File: config.mk
export PLATFORM = sky130hd
export DESIGN_NAME = scratchpad_port_arbiter
export DESIGN_NICKNAME = d
export VERILOG_FILES = /design/src/rtl/scratchpad_port_arbiter.sv
export SDC_FILE = /design/constraint.sdc
export NUM_CORES = 1
export LEC_CHECK = 0
export CAP_MARGIN = 30
export CORE_AREA = 2 2 243 245
export DETAILED_ROUTE_END_ITERATION = 7
export DIE_AREA = 0 0 245 247
export GPL_TIMING_DRIVEN = 0
export PLACE_DENSITY = 0.61
export SETUP_SLACK_MARGIN = 0.2
export SYNTH_ARGS = -nofsm -noshare
export SYNTH_HDL_FRONTEND = slang
export SYNTH_SLANG_ARGS = --single-unit
File: constraint.sdc
create_clock -name mod_clk -period 12.63 [get_ports mod_clk]
set_input_delay 1.8945 -clock mod_clk [delete_from_list [all_inputs] [get_ports mod_clk]]
set_output_delay 1.8945 -clock mod_clk [all_outputs]
set_load 0.005 [all_outputs]
File: src/rtl/scratchpad_port_arbiter.sv
// scratchpad_port_arbiter
//   Round-robin arbiter sharing one scratchpad memory channel between NUM_REQ
//   kernel ports (ce/we/addr/d/q style). One transaction in flight at a time.
// Ports:
//   mod_clk, reset          clock, async active-high reset
//   read_base, write_base   64-bit byte base addresses
//   req_ce/we/addr/d        per-port request (packed, port i at [i*W +: W])
//   req_ack, req_q          one-hot completion pulse, per-port held read data
//   mem_valid/ready/we/addr/wdata  request channel (valid/ready)
//   mem_rvalid, mem_rdata   read response strobe + data
//   busy, grant_id, access_count  status

// Per-port read-data holding register.
module scratchpad_port_qreg #(
  parameter int DATA_WID = 32
) (
  input  logic                mod_clk,
  input  logic                reset,
  input  logic                i_load,
  input  logic [DATA_WID-1:0] i_data,
  output logic [DATA_WID-1:0] o_q
);
  always_ff @(posedge mod_clk or posedge reset) begin
    if (reset)       o_q <= '0;
    else if (i_load) o_q <= i_data;
  end
endmodule

module scratchpad_port_arbiter #(
  parameter int NUM_REQ  = 4,
  parameter int ADDR_WID = 14,
  parameter int DATA_WID = 32,
  parameter int GID_WID  = 2
) (
  input  logic                         mod_clk,
  input  logic                         reset,
  input  logic [63:0]                  read_base,
  input  logic [63:0]                  write_base,
  input  logic [NUM_REQ-1:0]           req_ce,
  input  logic [NUM_REQ-1:0]           req_we,
  input  logic [NUM_REQ*ADDR_WID-1:0]  req_addr,
  input  logic [NUM_REQ*DATA_WID-1:0]  req_d,
  output logic [NUM_REQ-1:0]           req_ack,
  output logic [NUM_REQ*DATA_WID-1:0]  req_q,
  output logic                         mem_valid,
  input  logic                         mem_ready,
  output logic                         mem_we,
  output logic [63:0]                  mem_addr,
  output logic [DATA_WID-1:0]          mem_wdata,
  input  logic                         mem_rvalid,
  input  logic [DATA_WID-1:0]          mem_rdata,
  output logic                         busy,
  output logic [GID_WID-1:0]           grant_id,
  output logic [31:0]                  access_count
);

  typedef enum logic [1:0] {ST_IDLE, ST_ISSUE, ST_WAIT_RSP, ST_ACK} state_t;

  state_t               r_state;
  logic [GID_WID-1:0]   r_ptr;

  logic [NUM_REQ-1:0][ADDR_WID-1:0] w_addr_arr;
  logic [NUM_REQ-1:0][DATA_WID-1:0] w_d_arr;
  logic                 w_any;
  logic [GID_WID-1:0]   w_sel;
  logic [GID_WID-1:0]   w_idx;
  logic [63:0]          w_base;
  logic [63:0]          w_off;
  logic [NUM_REQ-1:0]   w_gnt_oh;
  logic [NUM_REQ-1:0]   w_qload;

  assign w_addr_arr = req_addr;
  assign w_d_arr    = req_d;

  // Scan from farthest to nearest offset so the first set bit after r_ptr
  // (lowest offset) is the last one written and wins.
  always_comb begin
    w_any = 1'b0;
    w_sel = '0;
    w_idx = '0;
    for (int off = NUM_REQ; off >= 1; off--) begin
      w_idx = GID_WID'((int'(r_ptr) + off) % NUM_REQ);
      if (req_ce[w_idx]) begin
        w_any = 1'b1;
        w_sel = w_idx;
      end
    end
  end

  assign w_base   = req_we[w_sel] ? write_base : read_base;
  assign w_off    = {{(62-ADDR_WID){1'b0}}, w_addr_arr[w_sel], 2'b00};
  assign w_gnt_oh = {{(NUM_REQ-1){1'b0}}, 1'b1} << grant_id;
  assign busy     = (r_state != ST_IDLE);

  // Read data lands only while waiting for the response of the granted port;
  // responses seen in any other state (including after reset) are dropped.
  genvar gi;
  generate
    for (gi = 0; gi < NUM_REQ; gi++) begin : g_port
      assign w_qload[gi] = (r_state == ST_WAIT_RSP) && mem_rvalid &&
                           (grant_id == GID_WID'(gi));
      scratchpad_port_qreg #(.DATA_WID(DATA_WID)) u_qreg (
        .mod_clk (mod_clk),
        .reset   (reset),
        .i_load  (w_qload[gi]),
        .i_data  (mem_rdata),
        .o_q     (req_q[gi*DATA_WID +: DATA_WID])
      );
    end
  endgenerate

  // req_ack, access_count and ptr update on the edge entering ACK so the
  // ack pulse, the new count and the read data all show in the same cycle.
  always_ff @(posedge mod_clk or posedge reset) begin
    if (reset) begin
      r_state      <= ST_IDLE;
      r_ptr        <= GID_WID'(NUM_REQ-1);
      mem_valid    <= 1'b0;
      mem_we       <= 1'b0;
      mem_addr     <= '0;
      mem_wdata    <= '0;
      req_ack      <= '0;
      grant_id     <= '0;
      access_count <= '0;
    end else begin
      case (r_state)
        ST_IDLE: begin
          if (w_any) begin
            grant_id  <= w_sel;
            mem_we    <= req_we[w_sel];
            mem_wdata <= w_d_arr[w_sel];
            mem_addr  <= w_base + w_off;
            mem_valid <= 1'b1;
            r_state   <= ST_ISSUE;
          end
        end
        ST_ISSUE: begin
          if (mem_ready) begin
            mem_valid <= 1'b0;
            if (mem_we) begin
              req_ack      <= w_gnt_oh;
              access_count <= access_count + 32'd1;
              r_ptr        <= grant_id;
              r_state      <= ST_ACK;
            end else begin
              r_state <= ST_WAIT_RSP;
            end
          end
        end
        ST_WAIT_RSP: begin
          if (mem_rvalid) begin
            req_ack      <= w_gnt_oh;
            access_count <= access_count + 32'd1;
            r_ptr        <= grant_id;
            r_state      <= ST_ACK;
          end
        end
        ST_ACK: begin
          req_ack <= '0;
          r_state <= ST_IDLE;
        end
        default: r_state <= ST_IDLE;
      endcase
    end
  end

endmodule

### Yosys cells after proc, flatten, opt, wreduce, memory -nomap -nowiden

Cells that the tools add are included.
Widths: inputs -> output; s select.

* input port bits: 356
* register bits: 268

* multiplexer cells: 43
* shift operators: 1
* add/sub/neg operators: 6
* equal/unequal tests: 10
* $lt $le $gt $ge: 5
* reduce and logical (&&, ||, !) cells: 16

Operator list (number)
* $mux 32: 4
* $add 64x16->64: 1
* $bmux 32 s2: 1
* $mux 64: 1
* $pmux 32 s2: 1
* $add 32x1->32 const B: 1
* $bmux 14 s2: 1
* $mux 2: 10
* $lt 2x3->1 const B: 5
* $mux 14: 1
* $mux 1: 12
* $mux 4: 3
* $pmux 4 s3: 1
* $bmux 1 s2: 5
* $eq 2x2->1 const B: 4
* $ne 2x2->1 const B: 4
* $pmux 2 s4: 1
* $reduce_and 4->1: 2
* $reduce_and 3->1: 2
* $reduce_bool 2->1: 3
* $logic_and 1x1->1: 5
* $add 2x1->2 const B: 2
* $add 2x2->2 const B: 2
* $eq 2x1->1 const B: 2
* 6 further kinds: 7

### Depth between registers and ports, before layout

* depth in word-level cells: 11
* depth in mapped cells: 25
* depth with buffers taken out: 17

### Hierarchy

Synthesis repeated with hierarchy kept, for this count alone.

* cell total of the unflattened synthesis: 1632
* area total of the unflattened synthesis: 15712.6 µm²

Modules (own cells, without submodules)
* scratchpad_port_arbiter: cells each 1356, instances 1, area each 10317.4 µm²
* scratchpad_port_qreg: cells each 69, instances 4, area each 1348.8 µm²

### Least setup slack after synthesis

Ideal clock, no wire load.

* kind: input to register
* start: input req_ce[3]
* end: register mem_addr[24]
* buffers on the path: 8
* path slack: 5900 ps
* arrival time: 6588 ps
* data required time: 12488 ps
* stages: 25
* path through: and3b_1 > o31a_1 > buf_2 > mux2_4 > mux2i_4 > buf_4 > buf_2 > buf_2 > buf_2 > buf_2 > nand2_1 > nand2_1 > ha_1 > inv_1 > fa_1 > nand2b_1 > a21o_1 > a31oi_1 > and2_1 > a21oi_1 > clkbuf_1 > clkbuf_1 > nor4b_1 > xnor2_1 > o221ai_1

* word-level cells in the longest chain between the ends: 10

Ends and longest elaborated chain
* from (decl): line 39 `input logic [NUM_REQ-1:0] req_ce,`
* $bmux 1 s2: line 83 `if (req_ce[w_idx]) begin`
* $mux 1 (implied by the code): line 83
* $mux 2 (4 in series): line 83
* $bmux 1 s2: line 90 `assign w_base = req_we[w_sel] ? write_base : read_base;`
* $mux 1 (implied by the code): line 90
* $mux 64: line 90
* $add 64x16->64: line 132 `mem_addr <= w_base + w_off;`
* to (signal assigned): line 132
* to (decl): line 48 `output logic [63:0] mem_addr,`

Parallel ways exist; a longest one is shown, timed or not. The select of a mux whose other input is x is not followed.
A chain may end at the register's enable or synchronous reset.

### Final worst setup path

* start: input req_ce[2]
* end: register mem_addr[24]

The elaborated chain is that of the path after synthesis.

==> impl_results.md <==
- Area Overhead vs Synth: 54.89%
- Number of DRC markers in iteration 0: ~1100
- Predominant post-synthesis flop cell: dfrtp_1
- Distinct cells, synth: 63
- WP data required: 13.01 ns
- Worst hold path type: register to register
- Most frequent cell after synthesis: nand2_1
- WP data arrival: 9.29 ns
- Final Util: between 40 and 50%
- YS warnings: 0
- Status: complete, no violations
- Gpl congestion: ~0.97
- Core ar.: 58240 µm²
- Filler cells: ~5700
- First-pass GRT wire length: 103.9 mm
- RSZ-0062 raised after global routing: false
- Starting Density: a little over a quarter
- Num CTS Buffers: 34
- Final Cycle Share: a little over two thirds
- Syn_nets: slightly below 2000
- Core Rows: 89
- Max IR drop VDD: about 0.00011 V
- DRT Pass-1 Iters: 5
- Crit end category: register
- DP Cell Count: between 2000 and 3000
- Synth top area share: between 40% and 50%
- Clock-pin slew on the worst setup and hold paths: about 0.060 ns
- Most frequent cells after synthesis: 358 x nand2_1, 266 x dfrtp_1, 140 x mux2_2
- Cell taking the most area after synthesis: dfrtp_1
- Full die area: 60520 µm²
- Antenna violations before repair: 11
- Final Hold Fails: 0
- Mapped Cells: roughly 1600
- ANT nets after route: 0
- Postcts setup bufs: 0
- Slew at the pin with the worst max-slew slack: 0.9969 ns
- Vias: 15634
- Final non-filler cell total: 3054
- Post-DR wirelength/cell: approximately 24 µm
- Final setup fails: 0
- Clk sinks: 268
- WHS: about 0.47 ns
- Pleak: ~10 nW
- Dominant cells by area after synthesis: dfrtp_1 44%, mux2_2 10%, nand2_1 8.8%
- Yosys reg bits: between 200 and 300
- Largest net degree at the start of global routing: ~110
- Clock latency on the worst-skew pair: roughly 0.55 ns
- Mapped cell area: around 15000 µm²
- Vias in the first global route: between 15000 and 20000
- Power Density: between 200 and 250 nW/µm²
- Die Wd: approximately 250 µm
- Crit-path max FO: 10
- Root Buffer: clkbuf_16
- Port bufs: between 600 and 700
- Ys async rst share: between 90% and 100%
- Total power: 5.187 mW
- Fin. max-slew vios: 0
- Post_cts resized: 0
- H-tree depth: 2
- Share of cells above drive strength 1: about a tenth
- CTS tree: done
- CP Launch Type: input pin
- Drt total wl: a little over 70 mm
- Hold Buf Count CTS: 0
- CTS Buffer Depth: 3
- Routed vias/inst: 5.119
- IO Pins: 621
- Fin Clk Skew: slightly below 0.03 ns
- Slew margin rel.: 32.93%
- Tmin final: approximately 8.9 ns
- Achievable frequency: between 100 and 150 MHz
- Max Cap Viol: 0
- Final Net Count: about 2600
- Crit path kind: input pin to register
- Die height: around 250 µm
- Detailed-route DRC error count: 0
- Total global-route track usage: 23.05%
- Hpwl dp: about 60 mm
- Number of synthesized flops with an enable pin: 0
- Post-synthesis sequential area ratio: about 44%
- Avg Cell Area, Syn: ~9.5 µm²
- GRT Residual Overflow: 0
==> final cells by class <==
class                   count  area (µm²)  area share, %
diodes                      1       2.502        0.01062
plain buffers              93       372.9          1.583
clock buffers              46       977.2          4.147
clock inverters            13       110.1         0.4673
inverters                  21       86.33         0.3664
multi-input cells        1214        8051          34.17
flip-flops and latches    268        6709          28.47
well taps                 773       967.2          4.105
repair buffers            625        6285          26.67
==> path summary, 6_finish.rpt <==
path / cells after the start / start / slack, ns / endpoint
min in group asynchronous: 2 / reset / 1.76 / g_port[0].u_qreg.o_q[6]$_DFFE_PP0P_
worst min-delay path: 1 / access_count[31]$_DFFE_PP0P_ / 0.47 / access_count[31]$_DFFE_PP0P_
worst max register to register: 25 / r_ptr[1]$_DFFE_PP1P_ / 5.12 / mem_addr[24]$_DFFE_PP0P_
worst min register to register: 1 / access_count[31]$_DFFE_PP0P_ / 0.47 / access_count[31]$_DFFE_PP0P_
max in group asynchronous: 3 / reset / 9.91 / mem_wdata[3]$_DFFE_PP0P_
worst max-delay path: 26 / req_ce[2] / 3.72 / mem_addr[24]$_DFFE_PP0P_
==> power breakdown <==
| group | leakage [nW] | internal (mW) | total (mW) | switching, mW |
|---|---|---|---|---|
| clock network | 0.535 | 0.565 | 0.962 | 0.397 |
| logic | 6.09 | 1.35 | 2.76 | 1.41 |
| registers | 3.35 | 1.23 | 1.46 | 0.230 |
| total | 9.98 | 3.15 | 5.19 | 2.04 |
==> critical path, cell delays in order <==
cell,delay [ns]
clkdlybuf4s50_1,0.50
nand2b_1,0.14
a21boi_1,0.39
o21a_1,0.16
buf_2,0.32
mux2i_4,0.42
buf_2,0.35
buf_2,0.36
clkbuf_1,0.48
buf_6,0.23
clkbuf_1,0.32
nand2_1,0.13
nand2_1,0.14
ha_1,0.18
inv_1,0.05
fa_1,0.39
nand2b_1,0.19
a21o_1,0.18
a31oi_1,0.37
and2_1,0.24
a21oi_1,0.17
clkbuf_1,0.43
clkbuf_1,0.45
nor4b_1,0.46
xnor2_1,0.18
o221ai_1,0.13
==> per-stage QoR <==
stage | setup WS, ns | cell area [µm²] | TNS (ns)
after CTS | 3.778 | 23560 | 0
after global placement | -0.3992 | 22390 | -97.38
after floorplan | 3.357 | 15210 | 0
final | 3.717 | 23560 | 0
after detailed placement | 3.236 | 22470 | 0
after global routing | 3.339 | 23560 | 0
==> placed cells by master (no fill, tap or decap), types with 19 or more instances in the layout <==
master,instances
dfrtp_1,266
a31oi_1,22
inv_1,20
nor3_1,34
clkdlybuf4s50_1,620
mux2_2,140
o21ai_0,47
xnor2_1,49
ha_1,19
clkbuf_1,71
xor2_1,34
mux2i_1,50
nand3_1,52
nand4_1,38
clkbuf_16,35
nor4_1,23
and3_1,72
nor2_1,46
a21o_1,36
a21oi_1,20
a311oi_1,34
nand2_1,358
==> sequential cells by signal (all words and copies together) (netlist names) <==
| signal | count |
|---|---|
| g_port.u_qreg.o_q | 128 |
| mem_addr | 64 |
| access_count | 32 |
| mem_wdata | 32 |
| req_ack | 4 |
| grant_id | 2 |
| r_ptr | 2 |
| r_state | 2 |
| mem_valid | 1 |
| mem_we | 1 |
==> cells by family (layout without fill, tap and decap cells) <==
group	count (synthesis)	in the layout	share of synthesized area, %
adder cells (fa/ha/maj)	20	20	1.694
AO/OA/AOI/OAI	224	224	10.37
buffers and inverters	114	798	2.969
XOR/XNOR	83	83	4.779
flip-flops	268	268	44.10
AND/OR/NAND/NOR	692	692	21.85
other	0	1	0
multiplexers	195	195	14.24
==> layer usage <==
| layer | global-route usage (%) | part of all wire (%) | up-vias |
|---|---|---|---|
| met4 | 8.429 | 3.8 | 6 |
| met3 | 6.957 | 9.3 | 161 |
| met5 | 0 | 0.057 | - |
| li1 | - | - | 7058 |
| met1 | 26.41 | 38 | 7588 |
| met2 | 40.42 | 49 | 821 |
Note: power is estimated with default switching activity, not from simulation.
